`src/rtl/vga_timing_pkg.sv`:
```
// 640x480@60 raster constants and the region state shared by the horizontal and vertical timing FSMs.
// Positions are 10-bit; region boundaries are "first index of the region".
package vga_timing_pkg;

  localparam logic [9:0] H_ACTIVE      = 10'd640;
  localparam logic [9:0] HS_PULSE      = 10'd96;
  localparam logic [9:0] H_BACK_PORCH  = 10'd48;
  localparam logic [9:0] H_FRONT_PORCH = 10'd16;
  localparam logic [9:0] H_LINE        = HS_PULSE + H_BACK_PORCH + H_ACTIVE + H_FRONT_PORCH;

  localparam logic [9:0] V_ACTIVE      = 10'd480;
  localparam logic [9:0] VS_PULSE      = 10'd2;
  localparam logic [9:0] V_BACK_PORCH  = 10'd33;
  localparam logic [9:0] V_FRONT_PORCH = 10'd10;
  localparam logic [9:0] V_FRAME       = VS_PULSE + V_BACK_PORCH + V_ACTIVE + V_FRONT_PORCH;

  localparam logic [9:0] H_ACT_START = HS_PULSE + H_BACK_PORCH;
  localparam logic [9:0] H_ACT_END   = H_ACT_START + H_ACTIVE;
  localparam logic [9:0] H_LAST      = H_LINE - 10'd1;

  localparam logic [9:0] V_ACT_START = VS_PULSE + V_BACK_PORCH;
  localparam logic [9:0] V_ACT_END   = V_ACT_START + V_ACTIVE;
  localparam logic [9:0] V_LAST      = V_FRAME - 10'd1;

  typedef enum logic [1:0] {
    SYNC        = 2'd0,
    BACK_PORCH  = 2'd1,
    ACTIVE      = 2'd2,
    FRONT_PORCH = 2'd3
  } region_e;

  function automatic logic [9:0] wrap_inc(input logic [9:0] pos, input logic [9:0] last);
    return (pos == last) ? 10'd0 : pos + 10'd1;
  endfunction

  // pos is the index about to be presented; each region is left when pos reaches the next boundary.
  function automatic region_e next_region(input region_e cur, input logic [9:0] pos,
                                          input logic [9:0] bp_start,
                                          input logic [9:0] act_start,
                                          input logic [9:0] fp_start);
    region_e nxt;
    nxt = cur;
    case (cur)
      SYNC:        if (pos == bp_start)  nxt = BACK_PORCH;
      BACK_PORCH:  if (pos == act_start) nxt = ACTIVE;
      ACTIVE:      if (pos == fp_start)  nxt = FRONT_PORCH;
      FRONT_PORCH: if (pos == 10'd0)     nxt = SYNC;
      default:     nxt = cur;
    endcase
    return nxt;
  endfunction

endpackage

```
`src/rtl/vga_horiz_fsm.sv`:
```
// Horizontal pixel FSM: HSYNC, visible-column address, and a line_start flag that is high
// while pixel 799 is presented so the vertical FSM steps on the 799->0 wrap edge.
module vga_horiz_fsm
  import vga_timing_pkg::*;
(
  input  logic       clk,
  input  logic       rst_n,
  output logic       hs,
  output logic       x_valid,
  output logic [9:0] x,
  output logic       line_start
);

  logic [9:0] h_q, h_d;
  region_e    state_q, state_d;
  logic       hs_q, hs_d;
  logic       x_valid_q, x_valid_d;
  logic [9:0] x_q, x_d;
  logic       line_start_q, line_start_d;

  // h_q is the pixel index the next edge will present.
  always_comb begin
    state_d      = next_region(state_q, h_q, HS_PULSE, H_ACT_START, H_ACT_END);
    h_d          = wrap_inc(h_q, H_LAST);
    hs_d         = (state_d != SYNC);
    x_valid_d    = (state_d == ACTIVE);
    x_d          = x_valid_d ? (h_q - H_ACT_START) : 10'd0;
    line_start_d = (h_q == H_LAST);
  end

  // Pre-start state looks like the last pixel of a previous line, so the first edge opens line 0.
  always_ff @(posedge clk or negedge rst_n) begin
    if (!rst_n) begin
      h_q          <= 10'd0;
      state_q      <= FRONT_PORCH;
      hs_q         <= 1'b1;
      x_valid_q    <= 1'b0;
      x_q          <= 10'd0;
      line_start_q <= 1'b1;
    end else begin
      h_q          <= h_d;
      state_q      <= state_d;
      hs_q         <= hs_d;
      x_valid_q    <= x_valid_d;
      x_q          <= x_d;
      line_start_q <= line_start_d;
    end
  end

  assign hs         = hs_q;
  assign x_valid    = x_valid_q;
  assign x          = x_q;
  assign line_start = line_start_q;

endmodule

```
`src/rtl/vga_timing_fsm.sv`:
```
// 640x480@60 VGA timing generator: horizontal FSM in a sub-module, vertical region FSM here,
// stepping once per line when line_start is high. All outputs registered; never stalls.
module vga_timing_fsm
  import vga_timing_pkg::*;
(
  input  logic       clk,
  input  logic       reset,
  output logic       vga_hs,
  output logic       vga_vs,
  output logic       addr_x_valid,
  output logic [9:0] addr_x,
  output logic       addr_y_valid,
  output logic [9:0] addr_y
);

  logic line_start;

  vga_horiz_fsm u_horiz (
    .clk        (clk),
    .rst_n      (reset),
    .hs         (vga_hs),
    .x_valid    (addr_x_valid),
    .x          (addr_x),
    .line_start (line_start)
  );

  logic [9:0] l_q, l_d;
  region_e    vstate_q, vstate_d;
  logic       vs_q, vs_d;
  logic       y_valid_q, y_valid_d;
  logic [9:0] y_q, y_d;

  // l_q is the line index the next line_start edge will present.
  always_comb begin
    l_d       = l_q;
    vstate_d  = vstate_q;
    vs_d      = vs_q;
    y_valid_d = y_valid_q;
    y_d       = y_q;
    if (line_start) begin
      vstate_d  = next_region(vstate_q, l_q, VS_PULSE, V_ACT_START, V_ACT_END);
      l_d       = wrap_inc(l_q, V_LAST);
      vs_d      = (vstate_d != SYNC);
      y_valid_d = (vstate_d == ACTIVE);
      y_d       = y_valid_d ? (l_q - V_ACT_START) : 10'd0;
    end
  end

  always_ff @(posedge clk or negedge reset) begin
    if (!reset) begin
      l_q       <= 10'd0;
      vstate_q  <= FRONT_PORCH;
      vs_q      <= 1'b1;
      y_valid_q <= 1'b0;
      y_q       <= 10'd0;
    end else begin
      l_q       <= l_d;
      vstate_q  <= vstate_d;
      vs_q      <= vs_d;
      y_valid_q <= y_valid_d;
      y_q       <= y_d;
    end
  end

  assign vga_vs       = vs_q;
  assign addr_y_valid = y_valid_q;
  assign addr_y       = y_q;

endmodule

```
`config.mk`:
```
export PLATFORM = sky130hd
export DESIGN_NAME = vga_timing_fsm
export DESIGN_NICKNAME = d
export VERILOG_FILES = /design/src/rtl/vga_timing_pkg.sv /design/src/rtl/vga_horiz_fsm.sv /design/src/rtl/vga_timing_fsm.sv
export SDC_FILE = /design/constraint.sdc
export NUM_CORES = 1
export LEC_CHECK = 0
export CAP_MARGIN = 20
export CORE_ASPECT_RATIO = 0.75
export CORE_MARGIN = 3
export CORE_UTILIZATION = 25
export DETAILED_ROUTE_END_ITERATION = 8
export PLACE_DENSITY = 0.51
export SETUP_SLACK_MARGIN = 0.4
export SYNTH_ARGS = -nofsm -noshare
export SYNTH_HDL_FRONTEND = slang
export SYNTH_SLANG_ARGS = --single-unit
```
`constraint.sdc`:
```
create_clock -name clk -period 4.4 [get_ports clk]
set_clock_uncertainty 0.1 [all_clocks]
set_input_delay 0.88 -clock clk [delete_from_list [all_inputs] [get_ports clk]]
set_output_delay 0.88 -clock clk [all_outputs]
set_load 0.01 [all_outputs]
```
==> results_dict.tcl, run 1 <==
set metrics [dict create \
    dr.pass1.iters 4 \
    std_cell_rows 30 \
    synth_seq_area_share_pct 49.40 \
    drc 0 \
    drv_cap 0 \
    vias_per_cell 4.482 \
    design_area_mm2 0.002983 \
    stdcell_count 392 \
    post_cts_buffers 0 \
    track_usage_pct 10.34 \
    regToRegSetupSlack_ns 1.76 \
    area_delta_synth_final_pct 19.32 \
    cts-resized-gates 0 \
    fin_tns_setup_ns 0 \
    power.total_mw 0.8911 \
    final_nets 275 \
    crit_fanout 9 \
    synth_cell_type_count 48 \
    dieArea_mm2 0.01125 \
    synth_area_mm2 0.002500 \
    totalWireLength_mm 5.340 \
    clk_latency_ns 0.29 \
    finalHoldViolCount 0 \
    slowest_delay_ns 0.65 \
    drtIter0Drc 153 \
    finalCriticalPeriod_ns 2.638 \
    postSynthAreaPerCell_um2 10.12 \
    drive_above_1_share_pct 9.848 \
    num_io_pins 26 \
    io_buffers 25 \
    syn_nets 259 \
    clk_path_buf_depth 2 \
    clock.fmax_mhz 379.1 \
    synth_area_leader_cell "dfrtp_1" \
    grt_pass1_vias 1740 \
    rr_worst_depth 6 \
    endpoint_kind "register" \
    place_inst 384 \
    synth-async-reset-ratio_pct 100.0 \
    core_mm2 0.009384 \
    dp_hpwl_mm 3.666 \
    yosys_warnings 0 \
    critPathLaunchType "register" \
    numClockSinks 49 \
    start_util_pct 26.64 \
    vias 1757 \
    worst_pin_slew_ns 0.6788 \
    final.fill_count 977 \
    wl_per_cell_um 13.62 \
    syn_inst 247 \
    placed_area_mm2 0.002819 \
    cts_buffers 5 \
    synth_top_area_share_pct 42.04 \
    antenna_found_initial 0 \
    synth_edf_count 0 \
    antenna_cells 0 \
    cp_slowest_cell "nor4_1" \
    htree_levels 2 \
    grt_pass1_wl_mm 9.108 \
    globalplace.congestion 0.8030 \
    synthTopCellsByArea "dfrtp_1 42%, dfstp_2 7.4%, ha_1 5.0%" \
    cts_tree "yes" \
    hold_buffers 0 \
    fin_crit_sh_pct 59.96 \
    path_class "register to register" \
    cp_data_required_time_ns 4.47 \
    power.static_leakage_nw 1.292 \
    grt_overflow_total 0 \
    slew_headroom_pct 54.33 \
    synth-seq-cells 49 \
    cellPowerDensity_mw_per_mm2 298.7 \
    hold_class "input port to asynchronous set/reset pin" \
    status "complete, no violations" \
    irDropWorstVdd_v 0.0001570 \
    final_util_pct 31.79 \
    die_h_um 92.60 \
    grt_max_degree 38 \
    fp.dieW_um 121.5 \
    worstPathArrival_ns 2.71 \
    rr_startpoint "l_q[5]$_DFFE_PN0P_" \
    ant_nets 0 \
    path_cells "nor4_1 > a31o_2 > a21oi_1 > o31ai_1 > buf_4 > o2bb2ai_1" \
    drv_slew 0 \
    cts_root_buffer "clkbuf_16" \
    finalSetupViolCount 0 \
    r2r-end "addr_y[3]$_DFFE_PN0P_" \
    rsz0062_at_grt "no" \
    synth_ff_type "dfrtp_1" \
    clk_pin_slew_ns 0.07 \
]
-- kinds of logic (layout without fill, tap and decap cells) --
group                    after synthesis  count (layout)  share of synthesized area (%)
AND/OR/NAND/NOR                       91              91                          18.42
flip-flops                            49              49                          49.40
AO/OA/AOI/OAI                         46              46                          13.56
buffers and inverters                 29              46                          5.805
XOR/XNOR                              21              21                          7.358
adder cells (fa/ha/maj)               10              10                          5.005
multiplexers                           1               1                         0.4504
-- flip-flops by register name (all words and copies together) (netlist names) --
signal	flops
addr_y	10
l_q	10
u_horiz.x_valid	1
u_horiz.state_q	2
vstate_q	2
u_horiz.hs	1
vga_vs	1
u_horiz.h_q	10
addr_y_valid	1
u_horiz.line_start	1
u_horiz.x	10
-- cell type report --
class	count	area, um2	area share, %
clock buffers	6	128.9	4.320
inverters	11	43.79	1.468
flip-flops and latches	49	1235	41.40
repair buffers	27	260.3	8.725
clock inverters	2	35.03	1.174
multi-input cells	169	1120	37.54
well taps	128	160.2	5.369
-- critical path, delay by kind of cell (launching register included) --
family	cells	cell delay, ns
DFF	1	0.48
AOI/OAI and AO/OA	4	1.00
and+or+nand+nor	1	0.65
buffers and inverters	1	0.29
-- per-layer routing --
layer,track usage [%],vias to the layer above,share of wire [%]
li1,-,890,-
met1,16.57,831,57
met2,12.74,31,37
met3,2.625,5,4.1
met4,3.918,0,1.3
met5,0,-,0
-- cell usage after synthesis (all sizes together) (7+ instances only) --
cell type  number
dfrtp          42
nand2          28
nor2           19
clkbuf         13
xor2           13
inv            11
ha             10
o21ai          10
o2bb2ai        10
nand3           8
xnor2           8
dfstp           7
-- cells in the final DEF (no fill, tap or decap), types with 3 or more instances in the layout --
cell type | Yosys | routed
dfrtp_1 | 42 | 42
nand2_1 | 28 | 28
clkdlybuf4s50_1 | 0 | 24
nor2_1 | 19 | 19
xor2_1 | 13 | 13
inv_1 | 10 | 10
o21ai_0 | 10 | 10
o2bb2ai_1 | 10 | 10
ha_1 | 10 | 10
nand3_1 | 8 | 8
xnor2_1 | 8 | 8
dfstp_2 | 7 | 7
a21oi_1 | 6 | 6
nor3_1 | 6 | 6
nand4_1 | 5 | 5
clkbuf_16 | 0 | 5
nor4_1 | 4 | 4
and3_1 | 4 | 4
o31ai_1 | 3 | 3
-- how the worst max path moves through the flow --
stage,start,to,cells after the start
global route,l_q[2]$_DFFE_PN0P_,addr_y[8]$_DFFE_PN0P_,6
CTS,u_horiz.h_q[0]$_DFF_PN0_,u_horiz.x[3]$_DFF_PN0_,8
floorplan,u_horiz.h_q[0]$_DFF_PN0_,u_horiz.x[2]$_DFF_PN0_,9
detailed placement,u_horiz.h_q[0]$_DFF_PN0_,u_horiz.x[2]$_DFF_PN0_,8
finish,l_q[5]$_DFFE_PN0P_,addr_y[3]$_DFFE_PN0P_,6
global placement,l_q[5]$_DFFE_PN0P_,addr_y[2]$_DFFE_PN0P_,6
-- power breakdown --
group	internal (mW)	leakage [nW]	switching [mW]	total, mW
sequential	0.451	0.645	0	0.451
clock	0.268	0.0808	0.163	0.431
combinational	0.000890	0.566	0.00901	0.00990
-- metrics by stage --
step / setup WS, ns / hold slack, ns
after floorplan: 2.083 / 0.3730
after global placement: 1.784 / 0.3713
after detailed placement: 1.795 / 0.3724
after CTS: 1.781 / 0.3767
after global routing: 1.515 / 0.3947
final: 1.762 / 0.3728
Power figures use the tool's default switching activity.
==> run 2, diff against run 1 <==
- clock period: 4.4 -> 2.5 ns (I/O delays scaled with it)
==> results_dict.tcl, run 2 (synthesis gave the netlist of run 1 again) <==
set metrics [dict create \
    final_util_pct 34.08 \
    worst_pin_slew_ns 0.5891 \
    fin_tns_setup_ns 0 \
    slowest_delay_ns 0.38 \
    clk_latency_ns 0.28 \
    totalWireLength_mm 5.339 \
    cp_slowest_cell "dfrtp_1" \
    io_buffers 25 \
    crit_fanout 4 \
    die_h_um 92.60 \
    grt_max_degree 27 \
    slew_headroom_pct 60.72 \
    dr.pass1.iters 4 \
    fin_crit_sh_pct 89.87 \
    path_class "register to register" \
    area_delta_synth_final_pct 27.93 \
    irDropWorstVdd_v 0.0002226 \
    hold_ws_ns 0.1206 \
    hold_class "input port to asynchronous set/reset pin" \
    drive_above_1_share_pct 20.49 \
    cp_top_family "simple AND/OR/NAND/NOR gates" \
    status "complete, no violations" \
    vias_per_cell 4.479 \
    ant_nets 0 \
    power.static_leakage_nw 1.395 \
    cts_tree "yes" \
    grt_pass1_wl_mm 9.287 \
    power.total_mw 1.467 \
    drtIter0Drc 95 \
    dieArea_mm2 0.01125 \
    htree_levels 2 \
    critPathLaunchType "register" \
    wl_per_cell_um 12.99 \
    finalHoldViolCount 0 \
    core_mm2 0.009384 \
    final_common_cell "dfrtp_1" \
    dp_slack_ns 0.1154 \
    num_io_pins 26 \
    cts_root_buffer "clkbuf_16" \
    final_cell_mix "41 x dfrtp_1, 28 x nand2_1, 24 x clkdlybuf4s50_1, 19 x nor2_1, 19 x buf_4" \
    clk_pin_slew_ns 0.06 \
    start_util_pct 26.64 \
    drv_slew 0 \
    drc 0 \
    numClockSinks 49 \
    finalSetupViolCount 0 \
    final_nets 294 \
    rsz0062_at_grt "yes" \
    stdcell_count 411 \
    antenna_cells 0 \
    placed_area_mm2 0.002929 \
    path_cells "inv_2 > ha_4 > or3b_4 > or3_4 > o32ai_4 > a22o_1 > buf_6 > inv_4 > and2_4" \
    cellPowerDensity_mw_per_mm2 458.6 \
    worst_slack_ns 0.2533 \
    drv_cap 0 \
    crit_buf_inv 3 \
    fp.dieW_um 121.5 \
    final.fill_count 949 \
    design_area_mm2 0.003198 \
    clk_path_buf_depth 2 \
    std_cell_rows 30 \
    clock.fmax_mhz 445.1 \
    cp_data_required_time_ns 2.58 \
    grt_overflow_total 0 \
    cts_buffers 5 \
    antenna_found_initial 0 \
    globalplace.congestion 0.8303 \
    place_inst 397 \
    dp_hpwl_mm 3.707 \
    track_usage_pct 10.42 \
    finalCriticalPeriod_ns 2.247 \
    worstPathArrival_ns 2.33 \
    grt_pass1_vias 1765 \
    vias 1841 \
    endpoint_kind "register" \
]
==> run 2: changes by cell type in the layout (fill, tap and decap cells not counted), sizes merged <==
cell,delta
buf,+19
bufinv,-1
clkbuf,+1
clkinv,-1
clkinvlp,+1
==> run 2: report_power, final <==
group / internal, mW / switching, mW
sequential: 0.793 / 0
combinational: 0.00367 / 0.0157
clock: 0.372 / 0.282
total: 1.17 / 0.298
==> run 2: final timing paths <==
kind	from	slack [ns]	to	cells past startpoint
max	u_horiz.h_q[0]$_DFF_PN0_	0.25	u_horiz.x[2]$_DFF_PN0_	9
min	reset	0.12	u_horiz.h_q[3]$_DFF_PN0_	1
max reg2reg	u_horiz.h_q[0]$_DFF_PN0_	0.25	u_horiz.x[2]$_DFF_PN0_	9
min reg2reg	addr_y[6]$_DFFE_PN0P_	0.39	addr_y[6]$_DFFE_PN0P_	1
max in group asynchronous	reset	1.57	u_horiz.hs$_DFF_PN1_	2
min in group clk	addr_y[6]$_DFFE_PN0P_	0.39	addr_y[6]$_DFFE_PN0P_	1
==> run 2: layout make-up <==
type	count	area [um2]	area share [%]
Inverter	11	43.79	1.369
Multi-Input combinational cell	169	1199	37.48
Clock buffer	7	132.6	4.147
Tap cell	128	160.2	5.008
Timing Repair Buffer	46	419.2	13.11
Clock inverter	1	7.507	0.2347
Sequential cell	49	1236	38.65
==> run 2: what timing repair did <==
item                                    CTS  global route
hold buffers                              0             0
resized for setup                        12             7
endpoints found under the setup margin   22            23
gates cloned                              0             0
setup buffers                             6             0
pin swaps                                 4             4
==> run 2: per-layer routing <==
layer	GRT usage (%)	wire length [um]	up-vias	part of all wire, %
li1	-	-	928	-
met1	16.02	2897	868	54
met2	13.84	2079	40	39
met3	3.175	298	5	5.6
met4	2.799	63	0	1.2
met5	0	0	-	0
==> run 3, diff against run 2 <==
- ABC_AREA: not set -> 1
- PLACE_DENSITY: 0.51 -> 0.5
- clock period: 2.5 -> 2.3 ns (I/O delays scaled with it)
==> results_dict.tcl, run 3 <==
set metrics [dict create \
    die_h_um 95.35 \
    synth_top_area_share_pct 39.49 \
    grt_pass1_vias 1954 \
    regToRegSetupSlack_ns 0.51 \
    syn_nets 327 \
    worst_pin_slew_ns 0.5135 \
    fp.dieW_um 125.1 \
    clock.fmax_mhz 559.3 \
    rsz0062_at_grt "yes" \
    numClockSinks 49 \
    grt_max_degree 22 \
    use_met2_pct 13.91 \
    final_util_pct 33.17 \
    cts_root_buffer "clkbuf_16" \
    fin_crit_sh_pct 77.73 \
    power.static_leakage_nw 1.622 \
    synth_area_mm2 0.002661 \
    num_io_pins 26 \
    vias 2111 \
    slowest_delay_ns 0.45 \
    area_delta_synth_final_pct 24.73 \
    wl_per_cell_um 12.46 \
    hold_buffers 0 \
    yosys_warnings 0 \
    crit_fanout 7 \
    dp_hpwl_mm 4.422 \
    antenna_found_initial 0 \
    final_common_cell "nand2_1" \
    syn_inst 315 \
    cts_buffers 5 \
    fin_tns_setup_ns 0 \
    busiest_layer "met1" \
    use_met1_pct 15.79 \
    final_cell_mix "72 x nand2_1, 40 x dfrtp_1, 34 x inv_1, 24 x nand3_1, 24 x nor2_1" \
    final_nets 364 \
    dr.pass1.iters 4 \
    finalCriticalPeriod_ns 1.788 \
    htree_levels 2 \
    slew_headroom_pct 65.77 \
    endpoint_kind "register" \
    core_mm2 0.01001 \
    synth_seq_area_share_pct 46.40 \
    synth-seq-cells 49 \
    r2r-end "u_horiz.hs$_DFF_PN1_" \
    clk_path_buf_depth 2 \
    dieArea_mm2 0.01193 \
    hold_ws_ns 0.04486 \
    synth_most_common_cell "nand2_1" \
    drc 0 \
    drv_slew 0 \
    path_cells "inv_4 > ha_1 > nand4_1 > o21bai_2 > nand3_2 > or2_2" \
    stdcell_count 485 \
    cts_tree "yes" \
    rr_startpoint "u_horiz.h_q[4]$_DFF_PN0_" \
    ant_nets 0 \
    std_cell_rows 31 \
    status "complete, no violations" \
    cp_data_required_time_ns 2.41 \
    drive_above_1_share_pct 19.83 \
    drv_cap 0 \
    start_util_pct 26.59 \
    grt_overflow_total 0 \
    final.fill_count 1054 \
    synthTopCellsByArea "dfrtp_1 39%, nand2_1 10%, dfstp_2 6.9%" \
    antenna_cells 0 \
    critPathLaunchType "register" \
    hold_class "input port to asynchronous set/reset pin" \
    vias_per_cell 4.353 \
    globalplace.congestion 0.8796 \
    path_class "register to register" \
    cp_slowest_cell "dfrtp_2" \
    place_inst 470 \
    finalSetupViolCount 0 \
    grt_pass1_wl_mm 9.777 \
    track_usage_pct 10.18 \
    clk_pin_slew_ns 0.06 \
    ys_top_cells_by_count "74 x nand2_1, 42 x dfrtp_1, 38 x inv_1" \
    postSynthAreaPerCell_um2 8.449 \
    synth_edf_count 0 \
    clk_latency_ns 0.28 \
    rr_worst_depth 6 \
    irDropWorstVdd_v 0.0003637 \
    cellPowerDensity_mw_per_mm2 476.2 \
    synth_cell_type_count 30 \
    worstPathArrival_ns 1.90 \
    io_buffers 25 \
    synth_ff_type "dfrtp_1" \
    synth_area_leader_cell "dfrtp_1" \
    finalHoldViolCount 0 \
    synth-async-reset-ratio_pct 100.0 \
    drtIter0Drc 89 \
    globalRouteMet3Util_pct 2.072 \
    totalWireLength_mm 6.044 \
]
[run 3: cell count changes in the layout (fill, tap and decap cells not counted), sizes merged, moves of 6 or more]
| cell | change |
|---|---|
| nor2 | +20 |
| buf | -11 |
| nand4 | +6 |
| inv | +31 |
| nand3 | +29 |
| nand2 | +47 |
| xnor2 | -7 |
| o2bb2ai | -10 |
[run 3: how the worst max path moves through the flow]
stage / slack [ns] / startpoint / cells after the start / endpoint
final: 0.51 / u_horiz.h_q[4]$_DFF_PN0_ / 6 / u_horiz.hs$_DFF_PN1_
after global routing: 0.38 / u_horiz.line_start$_DFF_PN1_ / 5 / l_q[8]$_DFFE_PN0P_
after CTS: 0.42 / l_q[6]$_DFFE_PN0P_ / 6 / addr_y[1]$_DFFE_PN0P_
after detailed placement: 0.29 / l_q[6]$_DFFE_PN0P_ / 6 / addr_y[1]$_DFFE_PN0P_
after global placement: 0.27 / l_q[6]$_DFFE_PN0P_ / 6 / addr_y[1]$_DFFE_PN0P_
after floorplan: 0.69 / u_horiz.h_q[4]$_DFF_PN0_ / 8 / u_horiz.x[3]$_DFF_PN0_
[run 3: repair_timing]
action / 4_1_cts / 5_1_grt
setup buffers: 0 / 6
gates resized for setup: 4 / 19
setup endpoints to repair: 23 / 23
gates cloned: 0 / 1
pin swaps: 0 / 6
[run 3: final cells by class]
type / count / area (um2) / area share (%)
Clock buffer: 8 / 136.4 / 4.109
Inverter: 42 / 160.2 / 4.825
Multi-Input combinational cell: 219 / 1286 / 38.75
Sequential cell: 49 / 1237 / 37.28
Tap cell: 132 / 165.2 / 4.975
Timing Repair Buffer: 35 / 334.1 / 10.06
[run 3: stage by stage]
stage	area, um2	worst slack [ns]	power (mW)
after floorplan	2661	0.6864	0.8782
after global placement	3049	0.2721	0.9000
after detailed placement	3049	0.2919	0.9002
after CTS	3193	0.4165	1.606
after global routing	3319	0.3772	1.647
final	3319	0.5122	1.581
[run 3: logic make-up after synthesis]
kind of cell             count (synthesis)  share of synthesized area, %
flip-flops                              49                         46.40
buffers and inverters                   48                         7.898
AND/OR/NAND/NOR                        172                         31.55
XOR/XNOR                                15                         4.937
adder cells (fa/ha/maj)                 10                         4.701
AO/OA/AOI/OAI                           21                         4.514
[run 3: critical path: cells and delay by family, from the launching register on]
kind                     cells  cell delay (ns)
flip-flops                   1             0.45
adder cells (fa/ha/maj)      1             0.16
AND/OR/NAND/NOR              3             0.67
AO/OA/AOI/OAI                1             0.23
buffers and inverters        1             0.10
[run 3: power breakdown]
group | internal (mW) | leakage (nW) | switching (mW)
combinational | 0.00281 | 0.913 | 0.0175
sequential | 0.862 | 0.644 | 0
clock | 0.405 | 0.0652 | 0.293
total | 1.27 | 1.62 | 0.311
[run 3: per-layer routing]
metal	share of wire [%]	vias to the layer above	wire length (um)
met5	0	-	0
met2	38	36	2292
met3	3.6	2	218
li1	-	1083	-
met4	0.60	0	36
met1	58	990	3496
==> edit 1: new RTL, flow settings as in run 1 <==
Make the reset (`reset` and `rst_n`) synchronous in 2 clocked blocks.
--- a/src/rtl/vga_horiz_fsm.sv
+++ b/src/rtl/vga_horiz_fsm.sv
@@ -30,5 +30,5 @@
 
   // Pre-start state looks like the last pixel of a previous line, so the first edge opens line 0.
-  always_ff @(posedge clk or negedge rst_n) begin
+  always_ff @(posedge clk) begin
     if (!rst_n) begin
       h_q          <= 10'd0;
--- a/src/rtl/vga_timing_fsm.sv
+++ b/src/rtl/vga_timing_fsm.sv
@@ -47,5 +47,5 @@
   end
 
-  always_ff @(posedge clk or negedge reset) begin
+  always_ff @(posedge clk) begin
     if (!reset) begin
       l_q       <= 10'd0;
Function: differs if reset is asserted again (counterexample within 4 cycles, from zero or initial values and one cycle with reset low); with reset held inactive, the same outputs for 10 cycles.
==> edit 1 against run 1 <==
Final area is 3.3% lower; critical path depth fell by 1; first-iteration DRC count down 31%; routed wire length fell by 7.6%; worst setup slack gained 0.22 ns; sequential cell count stayed put; area after synthesis fell by 3.1%.
Power is not compared: it rests on default switching activity, and its combinational part moved more than twofold at a synthesized area within 25%.
==> edit 1: results (changes against run 1) <==
critical path arrival = 2.52 ns (-0.19 ns)
asr flop ratio synth = 0% (-100 points)
Compound-Gate Fraction of Synth Area = 14.72% (+1.2 points)
syn nets = 282 (+8.9%)
Starting DRT DRC Count = 106 (-31%)
vias in the first global route = 1,688 (-3.0%)
first-pass GRT wire length = 8.466 mm (-7.0%)
multiplexer share of the synthesized area = 0.4132% (-0.037 points)
Cells after Synth = 270 (+9.3%)
Cell Area, Placed = 0.002724 mm2 (-3.4%)
Slowest-stage cell, CP = dfxtp_1
adder and majority gate portion of the synthesized area = 5.165% (+0.16 points)
GR Util met1 = 14.17% (-2.4 points)
Final nets = 296 (+7.6%)
share of post-route cells with drive strength above 1 = 8.451% (-1.4 points)
Min Hold Slack = 0.3562 ns (-0.01652 ns)
outcome = finished, final reports clean
library cells used by synthesis = 49 (+2.1%)
reg2reg start = l_q[0]
Vias = 1,852 (+5.4%)
critical path's largest stage delay = 0.57 ns (-0.08 ns)
Final HPWL DP = 3.612 mm (-1.5%)
CTS buffer count = 5 (unchanged)
Post-Route WL = 4.932 mm (-7.6%)
largest net degree at the start of global routing = 15 (-61%)
worst slack, placed = 1.756 ns (-0.03899 ns)
synth top area cells = dfxtp_1, xnor2_1, nor2_1, ha_1, o31ai_2
met3 GRT Util = 2.553% (-0.072 points)
Synth Area in XOR/XNOR = 10.12% (+2.8 points)
mapped cell area = 0.002422 mm2 (-3.1%)
GRT Util Overall = 9.537% (-0.80 points)
met2 track demand over resource = 13.16% (+0.42 points)
synth cell count leaders = dfxtp_1, nor2_1, nand2_1, xnor2_1, inv_1
leakage power = 1.084 nW
crit-path max FO = 11 (+2)
hold crit path type = flop to flop
Cells after DPL = 405 (+5.5%)
CP Capture Point = addr_y[8]
sequential area share after synthesis = 40.50% (-8.9 points)
vias per std cell = 4.495 (+0.29%)
routability cong. = 0.7995 (-0.44%)
Slew Limit Headroom = 44.00% (-10 points)
==> edit 1: cell types whose count changed after synthesis, sizes merged, moves of 4 or more <==
cell / delta
nor4: +4
dfxtp: +49
clkbuf: -5
buf: +5
inv: +6
o31ai: +8
nor2: +15
nand2: -4
o21ai: -4
xnor2: +10
o2bb2ai: -10
dfrtp: -42
dfstp: -7
==> edit 1: worst min-delay path, stage by stage (launching register included) <==
cell     delay [ns]
dfxtp_1        0.32
nand2_1        0.06
o31ai_2        0.05
==> edit 1: final cells by class <==
class | instances | area, um2
sequential | 49 | 980.9
multi-input combinational | 186 | 1269
inverter | 17 | 63.81
tap | 128 | 160.2
clock inverter | 2 | 35.03
clock buffer | 5 | 125.1
timing repair buffer | 25 | 250.2
fill | 1001 | 6350
==> edit 1: layer usage <==
metal | vias up | part of all wire [%]
li1 | 958 | -
met1 | 853 | 54
met2 | 39 | 41
met3 | 2 | 4.6
met4 | 0 | 0.83
met5 | - | 0
==> edit 2: new RTL, settings of run 1 <==
Made on the original files. Take the reset off `l_q` and load it in a clocked block of its own.
--- a/src/rtl/vga_timing_fsm.sv
+++ b/src/rtl/vga_timing_fsm.sv
@@ -49,5 +49,4 @@
   always_ff @(posedge clk or negedge reset) begin
     if (!reset) begin
-      l_q       <= 10'd0;
       vstate_q  <= FRONT_PORCH;
       vs_q      <= 1'b1;
@@ -55,5 +54,4 @@
       y_q       <= 10'd0;
     end else begin
-      l_q       <= l_d;
       vstate_q  <= vstate_d;
       vs_q      <= vs_d;
@@ -61,4 +59,8 @@
       y_q       <= y_d;
     end
+  end
+
+  always_ff @(posedge clk) begin
+    l_q <= l_d;
   end
 
Function: changed (a bounded check fails within 4 cycles, from zero or initial values and one cycle with reset low).
==> edit 2 against run 1 <==
Sequential cell count did not move; global-route usage increased by 0.18 points; largest cell class unchanged; area after synthesis increased by 3.3%; critical path depth decreased by 5; routed wire length grew 4.1%; worst setup slack gained 0.32 ns; clock power down 2%; critical path type is now flop to output port; total power barely moved; final area grew 3.1%.
==> edit 2: results (changes against run 1) <==
outcome = finished, final reports clean
Cells after DPL = 383 (-0.26%)
Final nets = 270 (-1.8%)
worst slew pin tran = 1.064 ns (+0.3854 ns)
vias per std cell = 4.637 (+3.5%)
Power Density = 289.5 mW/mm2 (-3.1%)
met3 WL = 177 um (-19%)
P_sw = 167.5 uW (-2.6%)
largest net degree at the start of global routing = 40 (+5.3%)
sequential cell area share = 41.76% (+0.36 points)
multiplexer share of the synthesized area = 0% (-0.45 points)
Largest delay share family, worst path = flip-flops
Final HPWL DP = 3.838 mm (+4.7%)
critical path arrival = 1.34 ns (-1.37 ns)
final cell count without fillers = 391 (-0.26%)
met3 GRT Util = 2.709% (+0.084 points)
sequential area share after synthesis = 49.76% (+0.36 points)
wire per inst = 14.22 um (+4.4%)
routability cong. = 0.7997 (-0.41%)
met2 track demand over resource = 13.52% (+0.79 points)
library cells used by synthesis = 51 (+6.3%)
worst slack, placed = 2.076 ns (+0.2802 ns)
synth cell count leaders = dfrtp_1, inv_1, nor2_1, xnor2_1, nand2_1
fraction of area in multi-input gates = 35.79% (-1.8 points)
VDD IR-drop max = 0.1339 mV (-15%)
tap cells = 132 (+3.1%)
clock-cell share of area = 5.449% (-0.046 points)
Cell Area, Placed = 0.002909 mm2 (+3.2%)
comb_multi_in = 149 (-12%)
EDFF count, synth = 10 (+10)
share of post-route cells with drive strength above 1 = 10.04% (+0.19 points)
asr flop ratio synth = 79.59% (-20 points)
buffer share of cell area = 8.459% (-0.27 points)
crit-path max FO = 2 (-7)
synth top area cells = dfrtp_1, edfxtp_1, dfstp_2, xnor2_1, ha_1
leakage power = 1.239 nW (-4.1%)
Signal inverters = 26 (+15)
Filler cells = 1,023 (+4.7%)
critical path's largest stage delay = 0.53 ns (-0.12 ns)
met1 wire length = 3.040 mm (-0.88%)
-- edit 2: cell types whose count changed in the layout (fill, tap and decap cells not counted), moves of 7 or more --
cell / delta
dfrtp_1: -10
o2bb2ai_1: -10
xnor2_1: +7
inv_1: +16
nand2_1: -15
o32ai_1: +10
edfxtp_1: +10
-- edit 2: path summary, 6_finish.rpt --
kind	startpoint	to	slack (ns)	cells after the start
max	vga_vs	vga_vs	2.08	1
max in group asynchronous	reset	addr_y[6]	3.04	1
min reg2reg	vga_vs	vga_vs	0.43	2
min in group asynchronous	reset	addr_y[2]	0.60	1
max reg2reg	u_horiz.h_q[4]	u_horiz.x[8]	2.11	6
min	vga_vs	vga_vs	0.43	2
-- edit 2: kinds of logic after synthesis --
family	Yosys count
simple gates	75
flops	49
buf+inv	45
compound gates	40
xor+xnor	24
fa+ha+maj	10
-- edit 2: tightest hold or removal path: cells and delay by family, from the launching register on --
kind | cells | cell delay, ns
flops | 1 | 0.37
compound gates | 1 | 0.11
buf+inv | 1 | 0.04
